$ cat src/rtl/clk_src_switch_n.sv
// N-source glitch-free clock-level switch: break-before-make with dead time,
// valid/ready select handshake, invalid-select rejection and drain timeout.
module clk_src_switch_n #(
  parameter int unsigned N_SRC     = 4,
  parameter int unsigned SEL_W     = $clog2(N_SRC),
  parameter int unsigned DEAD_CYC  = 2,
  parameter int unsigned RST_SRC   = 0,
  parameter int unsigned DRAIN_TMO = 64
) (
  input  logic             clk,
  input  logic             rst,
  input  logic [N_SRC-1:0] src_lvl,
  input  logic [SEL_W-1:0] sel_req,
  input  logic             sel_valid,
  output logic             sel_ready,
  output logic             out_lvl,
  output logic             out_en,
  output logic [SEL_W-1:0] active_sel,
  output logic             busy,
  output logic             err_sel,
  output logic             tmo
);

  localparam int unsigned DEAD_W = (DEAD_CYC > 0) ? $clog2(DEAD_CYC + 1) : 1;
  localparam int unsigned TMO_W  = (DRAIN_TMO > 1) ? $clog2(DRAIN_TMO) : 1;
  localparam int unsigned SEL_W1 = SEL_W + 1;

  localparam logic [TMO_W-1:0]  TMO_LAST  = TMO_W'(DRAIN_TMO - 1);
  localparam logic [DEAD_W-1:0] DEAD_LOAD = DEAD_W'(DEAD_CYC);
  localparam logic [SEL_W:0]    N_SRC_V   = SEL_W1'(N_SRC);
  localparam logic [SEL_W-1:0]  RST_SEL   = SEL_W'(RST_SRC);

  typedef enum logic [1:0] {
    S_RUN   = 2'd0,
    S_DRAIN = 2'd1,
    S_DEAD  = 2'd2,
    S_ARM   = 2'd3
  } state_t;

  state_t             r_state;
  logic               r_grant;
  logic [SEL_W-1:0]   r_active;
  logic [SEL_W-1:0]   r_target;
  logic [DEAD_W-1:0]  r_dead_cnt;
  logic [TMO_W-1:0]   r_tmo_cnt;
  logic               r_out_lvl;
  logic               r_err_sel;
  logic               r_tmo;

  state_t             w_state_nxt;
  logic               w_grant_nxt;
  logic [SEL_W-1:0]   w_active_nxt;
  logic [SEL_W-1:0]   w_target_nxt;
  logic [DEAD_W-1:0]  w_dead_nxt;
  logic [TMO_W-1:0]   w_tmo_cnt_nxt;
  logic               w_err_nxt;
  logic               w_tmo_nxt;

  logic               w_cur_lvl;
  logic               w_tgt_lvl;
  logic               w_accept;
  logic               w_sel_bad;
  logic               w_tmo_hit;

  assign w_cur_lvl = src_lvl[r_active];
  assign w_tgt_lvl = src_lvl[r_target];
  assign w_accept  = sel_valid & sel_ready;
  assign w_sel_bad = ({1'b0, sel_req} >= N_SRC_V);
  assign w_tmo_hit = (r_tmo_cnt == TMO_LAST);

  assign sel_ready  = (r_state == S_RUN) & ~rst;
  assign busy       = (r_state != S_RUN);
  assign out_lvl    = r_out_lvl;
  assign out_en     = r_grant;
  assign active_sel = r_active;
  assign err_sel    = r_err_sel;
  assign tmo        = r_tmo;

  // Next-state and register-update logic for the switch sequence
  always_comb begin
    w_state_nxt   = r_state;
    w_grant_nxt   = r_grant;
    w_active_nxt  = r_active;
    w_target_nxt  = r_target;
    w_dead_nxt    = r_dead_cnt;
    w_tmo_cnt_nxt = r_tmo_cnt;
    w_err_nxt     = 1'b0;
    w_tmo_nxt     = 1'b0;

    case (r_state)
      S_RUN: begin
        if (w_accept) begin
          if (w_sel_bad) begin
            w_err_nxt = 1'b1;
          end else if (sel_req != r_active) begin
            w_target_nxt  = sel_req;
            w_tmo_cnt_nxt = '0;
            w_state_nxt   = S_DRAIN;
          end
        end
      end
      S_DRAIN: begin
        // Release only on a low level, or forcibly once the drain budget is spent
        if (!w_cur_lvl || w_tmo_hit) begin
          w_grant_nxt = 1'b0;
          w_tmo_nxt   = w_cur_lvl;
          if (DEAD_CYC > 0) begin
            w_dead_nxt  = DEAD_LOAD;
            w_state_nxt = S_DEAD;
          end else begin
            w_state_nxt = S_ARM;
          end
        end else begin
          w_tmo_cnt_nxt = r_tmo_cnt + TMO_W'(1);
        end
      end
      S_DEAD: begin
        w_dead_nxt = r_dead_cnt - DEAD_W'(1);
        if (r_dead_cnt <= DEAD_W'(1)) begin
          w_state_nxt = S_ARM;
        end
      end
      S_ARM: begin
        // Grant the new source only while it is low so its first high phase is whole
        if (!w_tgt_lvl) begin
          w_active_nxt = r_target;
          w_grant_nxt  = 1'b1;
          w_state_nxt  = S_RUN;
        end
      end
      default: w_state_nxt = S_ARM;
    endcase
  end

  // State and datapath registers with synchronous reset
  always_ff @(posedge clk) begin
    if (rst) begin
      r_state    <= S_ARM;
      r_grant    <= 1'b0;
      r_active   <= RST_SEL;
      r_target   <= RST_SEL;
      r_dead_cnt <= '0;
      r_tmo_cnt  <= '0;
      r_out_lvl  <= 1'b0;
      r_err_sel  <= 1'b0;
      r_tmo      <= 1'b0;
    end else begin
      r_state    <= w_state_nxt;
      r_grant    <= w_grant_nxt;
      r_active   <= w_active_nxt;
      r_target   <= w_target_nxt;
      r_dead_cnt <= w_dead_nxt;
      r_tmo_cnt  <= w_tmo_cnt_nxt;
      r_out_lvl  <= r_grant & w_cur_lvl;
      r_err_sel  <= w_err_nxt;
      r_tmo      <= w_tmo_nxt;
    end
  end

endmodule
$ cat config.mk
export PLATFORM = sky130hd
export DESIGN_NAME = clk_src_switch_n
export DESIGN_NICKNAME = d
export VERILOG_FILES = /design/src/rtl/clk_src_switch_n.sv
export SDC_FILE = /design/constraint.sdc
export NUM_CORES = 1
export LEC_CHECK = 0
export CAP_MARGIN = 40
export CORE_UTILIZATION = 40
export CTS_CLUSTER_SIZE = 12
export DETAILED_ROUTE_END_ITERATION = 6
export GPL_ROUTABILITY_DRIVEN = 0
export HOLD_SLACK_MARGIN = 0.05
export MAX_ROUTING_LAYER = met4
export PLACE_DENSITY = 0.74
export SLEW_MARGIN = 20
export SYNTH_ARGS = -nofsm -noshare
export SYNTH_HDL_FRONTEND = slang
export SYNTH_SLANG_ARGS = --single-unit
$ cat constraint.sdc
create_clock -name clk -period 5.4 [get_ports clk]
set_input_delay 1.62 -clock clk [delete_from_list [all_inputs] [get_ports clk]]
set_output_delay 1.62 -clock clk [all_outputs]
set_load 0.03 [all_outputs]
# [Yosys cells after proc, flatten, opt, wreduce, memory -nomap -nowiden]
# Index checks and enable logic that the tools add are counted.
[classes] add_sub_neg=2 n_lt_le_gt_ge=3 n_eq_ne=11 muxes=18 bitwise_logic=7 reduce_logical=14
[ops] op="$mux W6" n=3
[ops] op="$pmux W6 S2" n=1
[ops] op="$mux W2" n=5
[ops] op="$ne A2 B2 Y1 const B" n=5
[ops] op="$pmux W2 S4" n=1
[ops] op="$reduce_bool A2 Y1" n=4
[ops] op="$add A6 B1 Y6 const B" n=1
[ops] op="$eq A6 B6 Y1 const B" n=1
[ops] op="$lt A2 B3 Y1 const B" n=2
[ops] op="$reduce_and A3 Y1" n=2
[ops] op="$reduce_and A5 Y1" n=1
[ops] op="$bmux W1 S2" n=2
[ops] op="$eq A2 B2 Y1 const B" n=2
[ops] op="$mux W1" n=4
[ops] op="$not A1 Y1" n=4
[ops] op="$pmux W2 S2" n=1
[ops] op="$reduce_and A2 Y1" n=2
[ops] op="$reduce_and A4 Y1" n=1
[ops] op="$and A1 B1 Y1" n=3
[ops] op="$reduce_or A3 Y1" n=1
[ops] op="$eq A2 B1 Y1 const B" n=1
[ops] op="$le A2 B1 Y1 const B" n=1
[ops] op="$logic_not A2 Y1" n=1
[ops] op="$ne A2 B1 Y1 const B" n=1
[ops] op="5 further kinds" n=5
[word_totals] register_bits=17 output_inout_bits=8

# [Longest topological paths before layout]
[depth] ltp_word=6 depth_mapped=8 depth_no_buf=7

# [Least setup slack after synthesis]
# No wires, ideal clock.
[synth_timing] kind="input-to-output" start="input port rst" end="output port sel_ready" t_arrival_ns=2.235 slack_ns=1.545 stages=2 path_buffers=1 path_cell_list="clkbuf_1 nor2_1"
[synth_via] elab_chain_cells=2
[synth_rtl] element="from (decl)" line_no="11" rtl="input logic rst,"
[synth_rtl] element="$not A1 Y1" line_no="71" rtl="assign sel_ready = (r_state == S_RUN) & ~rst;"
[synth_rtl] element="$and A1 B1 Y1" line_no="71"
[synth_rtl] element="to (decl)" line_no="15" rtl="output logic sel_ready,"
# No other way between the ends.

# [Final worst setup path]
# Same ends and word-level chain as after synthesis.

==> results.toml <==
[yosys]
syn_area_um2 = 932
synthCells = 104
synth_seq_area_share = 0.365
synth_ff_type = "dfxtp_1"
yosysTopAreaCell = "dfxtp_1"
synth.avg_cell_area_um2 = 8.96
ys_warn_count = 0
syn_nets = 119
synth.top_cell.area_share = 0.365
synth_cell_types = 34
async_flop_share = 0
ys_top_cells_by_area = "dfxtp_1 37%, ha_1 8.1%, a21oi_1 5.4%, mux2i_1 5.4%, mux4_2 4.8%"
synth_edf_count = 0
ys_ff_latch = 17

[sta]
clock.fmax_mhz = 225
final.setup_skew_ns = 0.000751
setup-tns-final_ns = 0
finalHoldViolCount = 0
grt_setup_unrepaired = "no"
final.min_clock_period_ns = 4.44
report.final.slew_viol_count = 0
setup_viol = 0
fin_crit_sh = 0.823

[global_routing]
gr-total-overflow = 0
grt_antenna_before_repair = 0
track_usage = 0.160
grt_pass1_wl_mm = 2.97
grt_start_max_net_pins = 16
grt_pass1_vias = 715

[critical_path]
crit_fanout = 2
path_common_cell = "clkdlybuf4s50_1"
crit_end = "sel_ready"
cp_slowest_cell = "clkdlybuf4s50_1"
critPathMaxStageDelay_ns = 0.67
crit_start = "rst"
reg2regPathDepth = 5
rr_endpoint = "r_state[1]"
path_cells = "clkdlybuf4s50_1, nor2_1, clkdlybuf4s50_1"
critPathArrivalTime_ns = 2.82
ff2ff_setup_slack_ns = 3.60
worst_r2r_startpoint = "active_sel[0]"
cp.required_ns = 3.78
cp_top_family = "buffers and inverters"
crit_buf_inv = 2
crit_path_start_kind = "primary input"
critical_path_class = "in -> out"
cp_num_cells = 3
endpoint_kind = "output port"

[final_layout]
fin_util = 0.510
area_growth_pct = 21.1
fin_area_mm2 = 0.00113
diodes = 0
final_cells = 149
layout-drive-gt1-share = 0.0826
layout.nets = 137

[drt]
vias = 766
drt-initial-drc-count = 6
ant_nets = 0
drt_pre_antenna_iters = 4
drc = 0
vias_per_cell = 5.14
totalWireLength_mm = 1.77
wire_per_inst_um = 11.9

[power]
power_density_mw_per_mm2 = 357
total_power_w = 0.000402
p_leak_nw = 0.454
ir_worst_vdd_v = 0.000184

[placement]
port_buffers = 15
postPlaceCellArea_mm2 = 0.00110
placedCellCount = 145
hpwl_mm = 1.37

[worst_hold_path]
min_path_type = "reg -> reg"
hold_path.startpoint = "out_en"

[floorplan]
die_h_um = 50.3
initial_core_util = 0.421
core-area_mm2 = 0.00221
rows = 17
ios = 17
fp.dieW_um = 50.3
dieArea_mm2 = 0.00253

[clock_tree]
cts_tree = "yes"
cts_sinks = 17
numCtsBuffers = 3
cts_setup_buffers = 0
clk_latency_ns = 0.28
cts.htree.levels = 1
clk_pin_slew_worst_paths_ns = 0.10
ctsHoldBuffers = 0
cts_root_buf = "clkbuf_4"
post_cts_resized = 0
cts_buffer_depth = 2

[run_status]
status = "finished clean"

[flow_run]
max-cap-violations = 0
-- cells in the final DEF, fill, tap and decap left out, drive strengths merged, types with 2 or more instances in the layout --
master / instances
nor2b: 2
clkdlybuf4s50: 15
or3: 4
clkbuf: 4
ha: 6
o21ai: 4
nand2: 9
dfxtp: 17
nor2: 11
xnor2: 2
inv: 7
mux2i: 5
o211ai: 2
nand2b: 2
mux4: 2
a21oi: 10
nand3: 4
-- worst register-to-register path, cell delays in order (launching register included) --
cell and delay, ns:
dfxtp_1 0.43, mux4_2 0.57, o211ai_2 0.14, nand2_1 0.12, a221o_1 0.31, mux2i_1 0.13
-- sequential cells by signal, summed over array words and instances (netlist names) --
register / cells
active_sel: 2
out_en: 1
out_lvl: 1
r_dead_cnt: 2
r_state: 2
r_target: 2
r_tmo_cnt: 6
tmo: 1
-- per-stage QoR --
step / hold slack, ns / setup slack, ns
finish: 0.449 / 0.958
global route: 0.462 / 0.940
CTS: 0.452 / 0.954
detailed placement: 0.438 / 0.949
global placement: 0.440 / 0.958
floorplan: 0.448 / 1.55
-- report_power, final --
group | switching [W] | internal (W) | leakage [nW] | total [W]
combinational | 0.0000970 | 0.0000740 | 0.301 | 0.000171
clock | 0.0000393 | 0.0000287 | 0.0150 | 0.0000679
sequential | 0.0000177 | 0.000146 | 0.138 | 0.000163
-- layer usage --
metal / global-route usage / up-vias / wire (um)
li1: - / 394 / -
met3: 0.0182 / 2 / 50
met5: - / - / 0
met1: 0.196 / 357 / 859
met2: 0.256 / 13 / 846
met4: 0.0857 / 0 / 14
-- synthesized netlist by cell type (2+ instances only) --
library cell,number
dfxtp_1,17
nor2_1,11
a21oi_1,10
nand2_1,9
inv_1,7
ha_1,6
mux2i_1,5
nand3_1,4
o21ai_0,4
or3_1,4
mux4_2,2
nor2b_1,2
xnor2_1,2
-- logic make-up after synthesis --
| group | after synthesis | synth area share |
|---|---|---|
| multiplexers | 7 | 0.102 |
| flip-flops | 17 | 0.365 |
| other | 1 | 0.00402 |
| AND/OR/NAND/NOR | 41 | 0.230 |
| buffers and inverters | 10 | 0.0524 |
| adder cells (fa/ha/maj) | 6 | 0.0805 |
| XOR/XNOR | 3 | 0.0282 |
| AO/OA/AOI/OAI | 19 | 0.138 |
-- final cells by class --
type | instances | area [um^2]
fillers | 229 | 1080
multi-input cells | 77 | 543
clock buffers | 4 | 26.3
repair buffers | 16 | 158
inverters | 7 | 26.3
well taps | 28 | 35.0
flip-flops and latches | 17 | 340
-- worst min path at each step --
stage / slack (ns) / endpoint / depth (start not counted)
floorplan: 0.45 / r_dead_cnt[0] / 2
global placement: 0.44 / out_lvl / 2
detailed placement: 0.44 / out_lvl / 2
CTS: 0.45 / out_lvl / 2
global route: 0.46 / out_lvl / 2
finish: 0.45 / out_lvl / 2
(Power assumes the default switching activity.)
